**src/rtl/dram_ctrl_pkg.sv**
```systemverilog
// Shared types for the DRAM controller front end: FSM state encoding and id width helper.
// Pure declarations, no logic or timing.
package dram_ctrl_pkg;

  typedef enum logic [1:0] {
    IDLE    = 2'b00,
    GRANT   = 2'b01,
    BUSY    = 2'b10,
    REFRESH = 2'b11
  } state_t;

  // Width of an id field able to index n items (BW/RW/CW); never narrower than one bit.
  function automatic int id_w(input int n);
    return (n > 1) ? $clog2(n) : 1;
  endfunction

endpackage

```
**src/rtl/dram_rr_arbiter.sv**
```systemverilog
// Combinational round-robin pick: first asserted req_val at or after rr_ptr, wrapping.
// Zero latency; no backpressure, the caller decides when to act on the winner.
module dram_rr_arbiter #(
  parameter int NUM_REQ = 4,
  parameter int PW      = 2
) (
  input  logic [NUM_REQ-1:0] req_val,
  input  logic [PW-1:0]      rr_ptr,
  output logic [PW-1:0]      winner,
  output logic               any_req
);

  always_comb begin
    int          idx;
    logic [PW-1:0] idx_p;
    winner  = '0;
    any_req = 1'b0;
    idx     = 0;
    idx_p   = '0;
    for (int k = 0; k < NUM_REQ; k++) begin
      idx = int'(rr_ptr) + k;
      if (idx >= NUM_REQ) idx = idx - NUM_REQ;
      idx_p = PW'(idx);
      if (!any_req && req_val[idx_p]) begin
        any_req = 1'b1;
        winner  = idx_p;
      end
    end
  end

endmodule

```
**src/rtl/dram_refresh_arbiter.sv**
```systemverilog
// Round-robin access arbiter plus refresh scheduler in front of dram_ctrl_fsm.
// Grant one cycle after sampling; requesters hold req_val until granted, controller paces via ctrl_done/refresh_ack.
module dram_refresh_arbiter
  import dram_ctrl_pkg::*;
#(
  parameter int NUM_REQ          = 4,
  parameter int NUMBER_OF_BANKS  = 8,
  parameter int NUMBER_OF_ROWS   = 128,
  parameter int NUMBER_OF_COLS   = 8,
  parameter int REFRESH_INTERVAL = 1024,
  parameter int MAX_POSTPONE     = 8,
  localparam int BW = id_w(NUMBER_OF_BANKS),
  localparam int RW = id_w(NUMBER_OF_ROWS),
  localparam int CW = id_w(NUMBER_OF_COLS)
) (
  input  logic                  clk,
  input  logic                  rst,
  input  logic [NUM_REQ-1:0]    req_val,
  input  logic [NUM_REQ*BW-1:0] req_bank,
  input  logic [NUM_REQ*RW-1:0] req_row,
  input  logic [NUM_REQ*CW-1:0] req_col,
  output logic [NUM_REQ-1:0]    req_grant,
  output logic                  ctrl_addr_val,
  output logic [BW-1:0]         ctrl_bank_id,
  output logic [RW-1:0]         ctrl_row_id,
  output logic [CW-1:0]         ctrl_col_id,
  input  logic                  ctrl_done,
  output logic                  refresh_flag,
  input  logic                  refresh_ack,
  output logic [3:0]            refresh_pending,
  output logic                  refresh_overflow
);

  localparam int PW = id_w(NUM_REQ);
  localparam int TW = id_w(REFRESH_INTERVAL);
  localparam logic [TW-1:0] TIMER_RELOAD = TW'(REFRESH_INTERVAL - 1);
  localparam logic [3:0]    PEND_MAX     = 4'(MAX_POSTPONE);
  localparam logic [PW-1:0] LAST_REQ     = PW'(NUM_REQ - 1);

  state_t        state;
  logic [PW-1:0] rr_ptr;
  logic [PW-1:0] winner;
  logic          any_req;
  logic [TW-1:0] timer;
  logic          tick;
  logic          ack_eff;
  logic          at_max;

  dram_rr_arbiter #(
    .NUM_REQ (NUM_REQ),
    .PW      (PW)
  ) u_rr_arbiter (
    .req_val (req_val),
    .rr_ptr  (rr_ptr),
    .winner  (winner),
    .any_req (any_req)
  );

  assign tick    = (timer == '0);
  // An ack only counts against an outstanding refresh request.
  assign ack_eff = refresh_ack && refresh_flag;
  assign at_max  = (refresh_pending == PEND_MAX);

  always_ff @(posedge clk) begin
    if (rst) begin
      timer <= TIMER_RELOAD;
    end else if (tick) begin
      timer <= TIMER_RELOAD;
    end else begin
      timer <= timer - TW'(1);
    end
  end

  always_ff @(posedge clk) begin
    if (rst) begin
      refresh_pending  <= 4'd0;
      refresh_overflow <= 1'b0;
    end else if (tick && !ack_eff) begin
      if (at_max) begin
        refresh_overflow <= 1'b1;
      end else begin
        refresh_pending <= refresh_pending + 4'd1;
      end
    end else if (!tick && ack_eff && refresh_pending != 4'd0) begin
      refresh_pending <= refresh_pending - 4'd1;
    end
  end

  always_ff @(posedge clk) begin
    if (rst) begin
      state         <= IDLE;
      rr_ptr        <= '0;
      req_grant     <= '0;
      ctrl_addr_val <= 1'b0;
      ctrl_bank_id  <= '0;
      ctrl_row_id   <= '0;
      ctrl_col_id   <= '0;
      refresh_flag  <= 1'b0;
    end else begin
      case (state)
        IDLE: begin
          // Refresh wins when nobody is waiting or postponing any longer would lose a tick.
          if (refresh_pending != 4'd0 && (!any_req || at_max)) begin
            state        <= REFRESH;
            refresh_flag <= 1'b1;
          end else if (any_req) begin
            state         <= GRANT;
            refresh_flag  <= 1'b0;
            req_grant     <= NUM_REQ'(1) << winner;
            ctrl_addr_val <= 1'b1;
            ctrl_bank_id  <= req_bank[winner*BW +: BW];
            ctrl_row_id   <= req_row[winner*RW +: RW];
            ctrl_col_id   <= req_col[winner*CW +: CW];
            rr_ptr        <= (winner == LAST_REQ) ? '0 : winner + PW'(1);
          end else begin
            refresh_flag <= 1'b0;
          end
        end
        GRANT: begin
          req_grant     <= '0;
          ctrl_addr_val <= 1'b0;
          state         <= BUSY;
        end
        BUSY: begin
          if (ack_eff) begin
            refresh_flag <= 1'b0;
          end else if (at_max) begin
            refresh_flag <= 1'b1;
          end
          if (ctrl_done) begin
            state <= IDLE;
          end
        end
        REFRESH: begin
          if (ack_eff) begin
            refresh_flag <= 1'b0;
            state        <= IDLE;
          end
        end
        default: state <= IDLE;
      endcase
    end
  end

endmodule
```
**config.mk**
```make
export PLATFORM = sky130hd
export DESIGN_NAME = dram_refresh_arbiter
export DESIGN_NICKNAME = d
export VERILOG_FILES = /design/src/rtl/dram_ctrl_pkg.sv /design/src/rtl/dram_rr_arbiter.sv /design/src/rtl/dram_refresh_arbiter.sv
export SDC_FILE = /design/constraint.sdc
export NUM_CORES = 1
export LEC_CHECK = 0
export CAP_MARGIN = 10
export CORE_ASPECT_RATIO = 1.2
export CORE_MARGIN = 4
export CORE_UTILIZATION = 30
export DETAILED_ROUTE_END_ITERATION = 7
export SYNTH_ARGS = -nofsm -noshare
export SYNTH_HDL_FRONTEND = slang
export SYNTH_SLANG_ARGS = --single-unit
export TNS_END_PERCENT = 100
```
**constraint.sdc**
```tcl
create_clock -name clk -period 5.31 [get_ports clk]
set_input_delay 0.531 -clock clk [delete_from_list [all_inputs] [get_ports clk]]
set_output_delay 0.531 -clock clk [all_outputs]
set_load 0.01 [all_outputs]
```
==> After elaboration in Yosys (flattened, before gate mapping) <==
Cells that the tools add are included.
{ "word_totals": {"inputBits": 60, "wordCells": 117, "reg_bits": 38, "out_inout_bits": 24} }
{ "op_classes": {"multipliers": 2, "n_reduce_logical": 28, "mux": 40, "addsub": 11, "n_bitwise": 1, "shift": 4, "eq_ne": 12, "magnitude_cmp": 8} }
{ "ops": {"columns": ["operator", "count"], "rows": [
  ["28-bit by 6-bit variable part select with 7-bit output", 1],
  ["2-bit two-way mux", 13],
  ["12-bit by 5-bit variable part select with 3-bit output", 2],
  ["4-bit two-way mux", 5],
  ["1-bit two-way mux", 14],
  ["2-bit by 3-bit < comparator with 1-bit output (second input constant)", 4],
  ["3-bit AND reduction", 4],
  ["10-bit zero test", 1],
  ["2-bit != test (second input constant)", 5],
  ["10-bit by 1-bit subtractor with 10-bit output (second input constant)", 1],
  ["3-bit greater-or-equal comparator (second input constant)", 3],
  ["1-bit binary-select mux with 2-bit select", 4],
  ["1-bit logical AND", 8],
  ["2-bit one-hot mux with 4 select lines", 1],
  ["4-bit one-hot mux with 2 select lines", 1],
  ["2-bit by 1-bit subtractor with 2-bit output (second input constant)", 4],
  ["2-bit by 2-bit adder with 3-bit output (second input constant)", 2],
  ["2-bit equality test (second input constant)", 3],
  ["1-bit zero test", 6],
  ["3-bit != test (second input constant)", 2],
  ["2-bit by 3-bit multiplier with 5-bit output (second input constant)", 1],
  ["4-bit by 1-bit adder with 4-bit output (second input constant)", 1],
  ["4-bit equality test (second input constant)", 1],
  ["2-bit by 2-bit multiplier with 4-bit output (second input constant)", 1],
  ["other kinds (16)", 18]
]} }

==> Depth between registers and ports, before layout <==
{ "depth": {"word_depth": 19, "ltp_mapped": 11, "mapped_depth_nobuf": 10} }

==> Modules after synthesis <==
A second synthesis with hierarchy kept.
{ "unflattened": {"cells_unflattened": 223, "hier_area_um2": 2049.5} }
{ "by_module_without_submodules": {"columns": ["module", "area_each_um2", "n_inst", "cells_each"], "rows": [
  ["dram_refresh_arbiter", 1971.9, 1, 208],
  ["dram_rr_arbiter", 77.6, 1, 15]
]} }

==> Worst setup path before layout <==
Ideal clock, no wire load.
{ "synth_path": {"kind": "register to register", "from": "reg timer[0]", "to": "reg refresh_pending[3]", "setup_slack_ps": 2498, "setup_time_ps": 71, "required_time_ps": 5239, "path_stages_with_launch": 12, "t_arrival_ps": 2741, "cell_sequence": "dfxtp_1 > inv_1 > ha_1 > or4b_1 > buf_2 > or4b_4 > ha_1 > a21o_1 > a21oi_1 > xor2_1 > or3_1 > a21oi_1"} }
{ "synth_between": {"elab_chain_len": 6, "elab_cells_between_ends": 9} }
{ "synth_lines": {"columns": ["item", "line_no", "rtl"], "rows": [
  ["start: declaration", "dram_refresh_arbiter.sv:44", "logic [TW-1:0] timer;"],
  ["start signal: assignment", "dram_refresh_arbiter.sv:70", "timer <= timer - TW'(1);"],
  ["10-bit zero test (*)", "dram_refresh_arbiter.sv:59", "assign tick = (timer == '0);"],
  ["1-bit zero test", "dram_refresh_arbiter.sv:84", "end else if (!tick && ack_eff && refresh_pending != 4'd0) begin"],
  ["1-bit logical AND (2 in series)", "dram_refresh_arbiter.sv:84", null],
  ["2-bit nonzero test (no source line)", null, null],
  ["2-bit AND reduction (no source line)", null, null],
  ["end signal: assignment", "dram_refresh_arbiter.sv:82", "refresh_pending <= refresh_pending + 4'd1;"],
  ["end signal: assignment", "dram_refresh_arbiter.sv:85", "refresh_pending <= refresh_pending - 4'd1;"],
  ["end: declaration", "dram_refresh_arbiter.sv:30", "output logic [3:0] refresh_pending,"]
]} }
Every way passes the cells marked *; elsewhere a longest branch is shown, timed or not.
A chain may end at the register's enable or synchronous reset.

==> Worst setup path after layout <==
Same ends and word-level chain as after synthesis.

==> results.cfg <==
[synthesis]
synth_nets = 286
synth_top_area_share_pct = 38.0
seq_area_frac_synth_pct = 38.0
ys_top_cells_by_area = dfxtp_1, mux2i_1, o221ai_1
synthMuxAreaShare_pct = 15.5
synth_common_cells = dfxtp_1, mux2i_1, nand2_1
synth-xor-area-share_pct = 3.94
syn_inst = 218
synth_ff_type = dfxtp_1
ys_seq_elements = 38
synth_top_area_cell = dfxtp_1
synth_top_family_by_area = simple AND/OR/NAND/NOR gates
synth_compound_area_share_pct = 15.9
avgSynthCellArea_um2 = 9.19
synth_fa_ha_area_share_pct = 5.37
yosysMostFrequentCell = dfxtp_1
syn_area_mm2 = 0.00200
synth_cell_types = 43
async_reset_ff_share_pct = 0
synth_simple_gate_area_share_pct = 17.7
synth-edff-count = 0
ys.warnings.count = 0

[global_routing]
overflow = 0
grt_usage_pct = 13.1
grt_pass1_vias = 1848
grt_pass1_wl_um = 8220
antenna_found_initial = 0
grt_max_degree = 30

[pwr]
powerDensity_mw_per_mm2 = 261
leakage_nw = 1.13
ir_drop_mv = 0.110

[setup_path]
crit_chain = inv_1 > ha_1 > or4b_1 > or4b_4 > ha_1 > a21o_1 > a21oi_1 > xor2_1 > or3_1 > a21oi_1
reg2reg_depth = 10
critPathTopFamily = simple AND/OR/NAND/NOR gates
crit_slowest_cell = or4b_4
cp_slowest_stage_delay_ns = 0.60
critPathRequiredTime_ns = 5.52
setup.worst_path.class = flip-flop to flip-flop
cp.arrival_ns = 3.16
crit_buf_inv = 1
critPathMaxFanout = 6
cp_num_cells = 10
end_kind = flip-flop
crit_path_start_kind = flip-flop

[sta]
setup_viol = 0
skew_ns = 0.00986
period_needed_ns = 2.96
tightest_slew_ns = 1.06
fin_hold_ws_ns = 0.394
hold_viol = 0
tns_ns = 0
final_max_slew_viol_count = 0
fin_crit_sh_pct = 55.7
rsz0062_at_grt = false
max_freq_mhz = 338
slew_headroom_pct = 29.0

[finish]
drive_gt1_share_pct = 5.69
n_antenna_cell = 0
nFillCells = 625
final_cell_area_mm2 = 0.00300
nets = 366
syn2layout_area_growth_pct = 49.8

[clock_network]
cts_setup_buffers = 0
clock_latency_ns = 0.29
clk_pin_slew_worst_paths_ns = 0.07
cts_max_path_buffers = 2
cts_sinks = 38
post_cts_resized = 0
cts-root-buf = clkbuf_8
cts_buffers = 5
hold_buffers = 0
cts_tree = yes
htree_num_levels = 2

[hold_path]
holdPathStages = 1
holdCritPathClass = flip-flop to flip-flop

[route]
drtPass1Iterations = 4
drt-total-wl_um = 5030
routedWlPerCell_um = 13.1
antenna_left = 0
num_vias = 1859
drc = 0
drtIter0Drc = 54
viasPerCell = 4.84

[floorplanning]
io_pins = 84
fp.dieW_um = 82.6
initial_core_util_pct = 31.1
floorplan.rows = 32
coreArea_mm2 = 0.00645
die_area_mm2 = 0.00805
die_y_um = 97.5

[placed_design]
dp_hpwl_um = 3900
gp_congestion = 0.708
place_area_mm2 = 0.00291
io_buffer_count = 83

[run]
max_cap_violations = 0

[status]
status = finished clean
[cells by family after synthesis]
logic type	Yosys count
adders and majority gates	8
muxes	31
xor gates and xnor gates	9
buffers and inverters	19
DFF	38
and+or+nand+nor	69
AOI/OAI and AO/OA	44
[final cells by class]
class / instances / area [µm²] / area share, %
tap: 85 / 106 / 3.54
sequential: 38 / 761 / 25.4
clock inverter: 2 / 12.5 / 0.417
inverter: 8 / 30.0 / 1.00
multi-input combinational: 161 / 1170 / 39.0
clock buffer: 6 / 82.6 / 2.75
timing repair buffer: 84 / 838 / 27.9
[where the power goes]
part / leakage (nW) / internal (mW) / switching, mW
logic: 0.767 / 0.136 / 0.0991
registers: 0.312 / 0.316 / 0.0246
clock network: 0.0472 / 0.104 / 0.104
[final timing paths]
kind	start	end	slack [ns]
setup / recovery	timer[0]	refresh_pending[3]	2.35
hold / removal	timer[0]	timer[0]	0.39
setup reg to reg	timer[0]	refresh_pending[3]	2.35
hold reg to reg	timer[0]	timer[0]	0.39
[cell usage in the layout, fill, tap and decap left out, types with 3 or more instances in the layout]
master,n
xor2_1,5
dfxtp_1,38
inv_1,8
o21ai_0,4
nand2_1,25
o221ai_1,13
a22oi_1,3
nor2_1,20
clkbuf_8,6
mux2i_1,31
xnor2_1,4
clkdlybuf4s50_1,83
a21oi_1,10
ha_1,7
nor3_1,4
[layer usage]
metal	GRT usage, %	vias to the layer above	part of all wire [%]
met5	0	-	0
met4	4.65	0	1.6
met3	7.05	5	12
met2	20.3	78	44
met1	14.9	826	42
li1	-	950	-
[flip-flops by register name, summed over array words and instances (netlist names)]
register	cells
refresh_flag	1
ctrl_addr_val	1
ctrl_col_id	3
refresh_overflow	1
ctrl_bank_id	3
rr_ptr	2
timer	10
ctrl_row_id	7
req_grant	4
state	2
refresh_pending	4
[through the flow]
| step | instances | util, % | power [mW] | setup WS (ns) |
|---|---|---|---|---|
| 3_3_place_gp | 376 | 45.1 | 0.584 | 2.12 |
| 5_1_grt | 384 | 46.5 | 0.830 | 2.04 |
| 2_1_floorplan | 218 | - | 0.467 | 2.50 |
| 4_1_cts | 384 | 46.5 | 0.797 | 2.34 |
| 3_5_place_dp | 376 | 45.1 | 0.586 | 2.07 |
| 6_report | 384 | 46.5 | 0.784 | 2.35 |
Note: power is estimated with default switching activity, not from simulation.
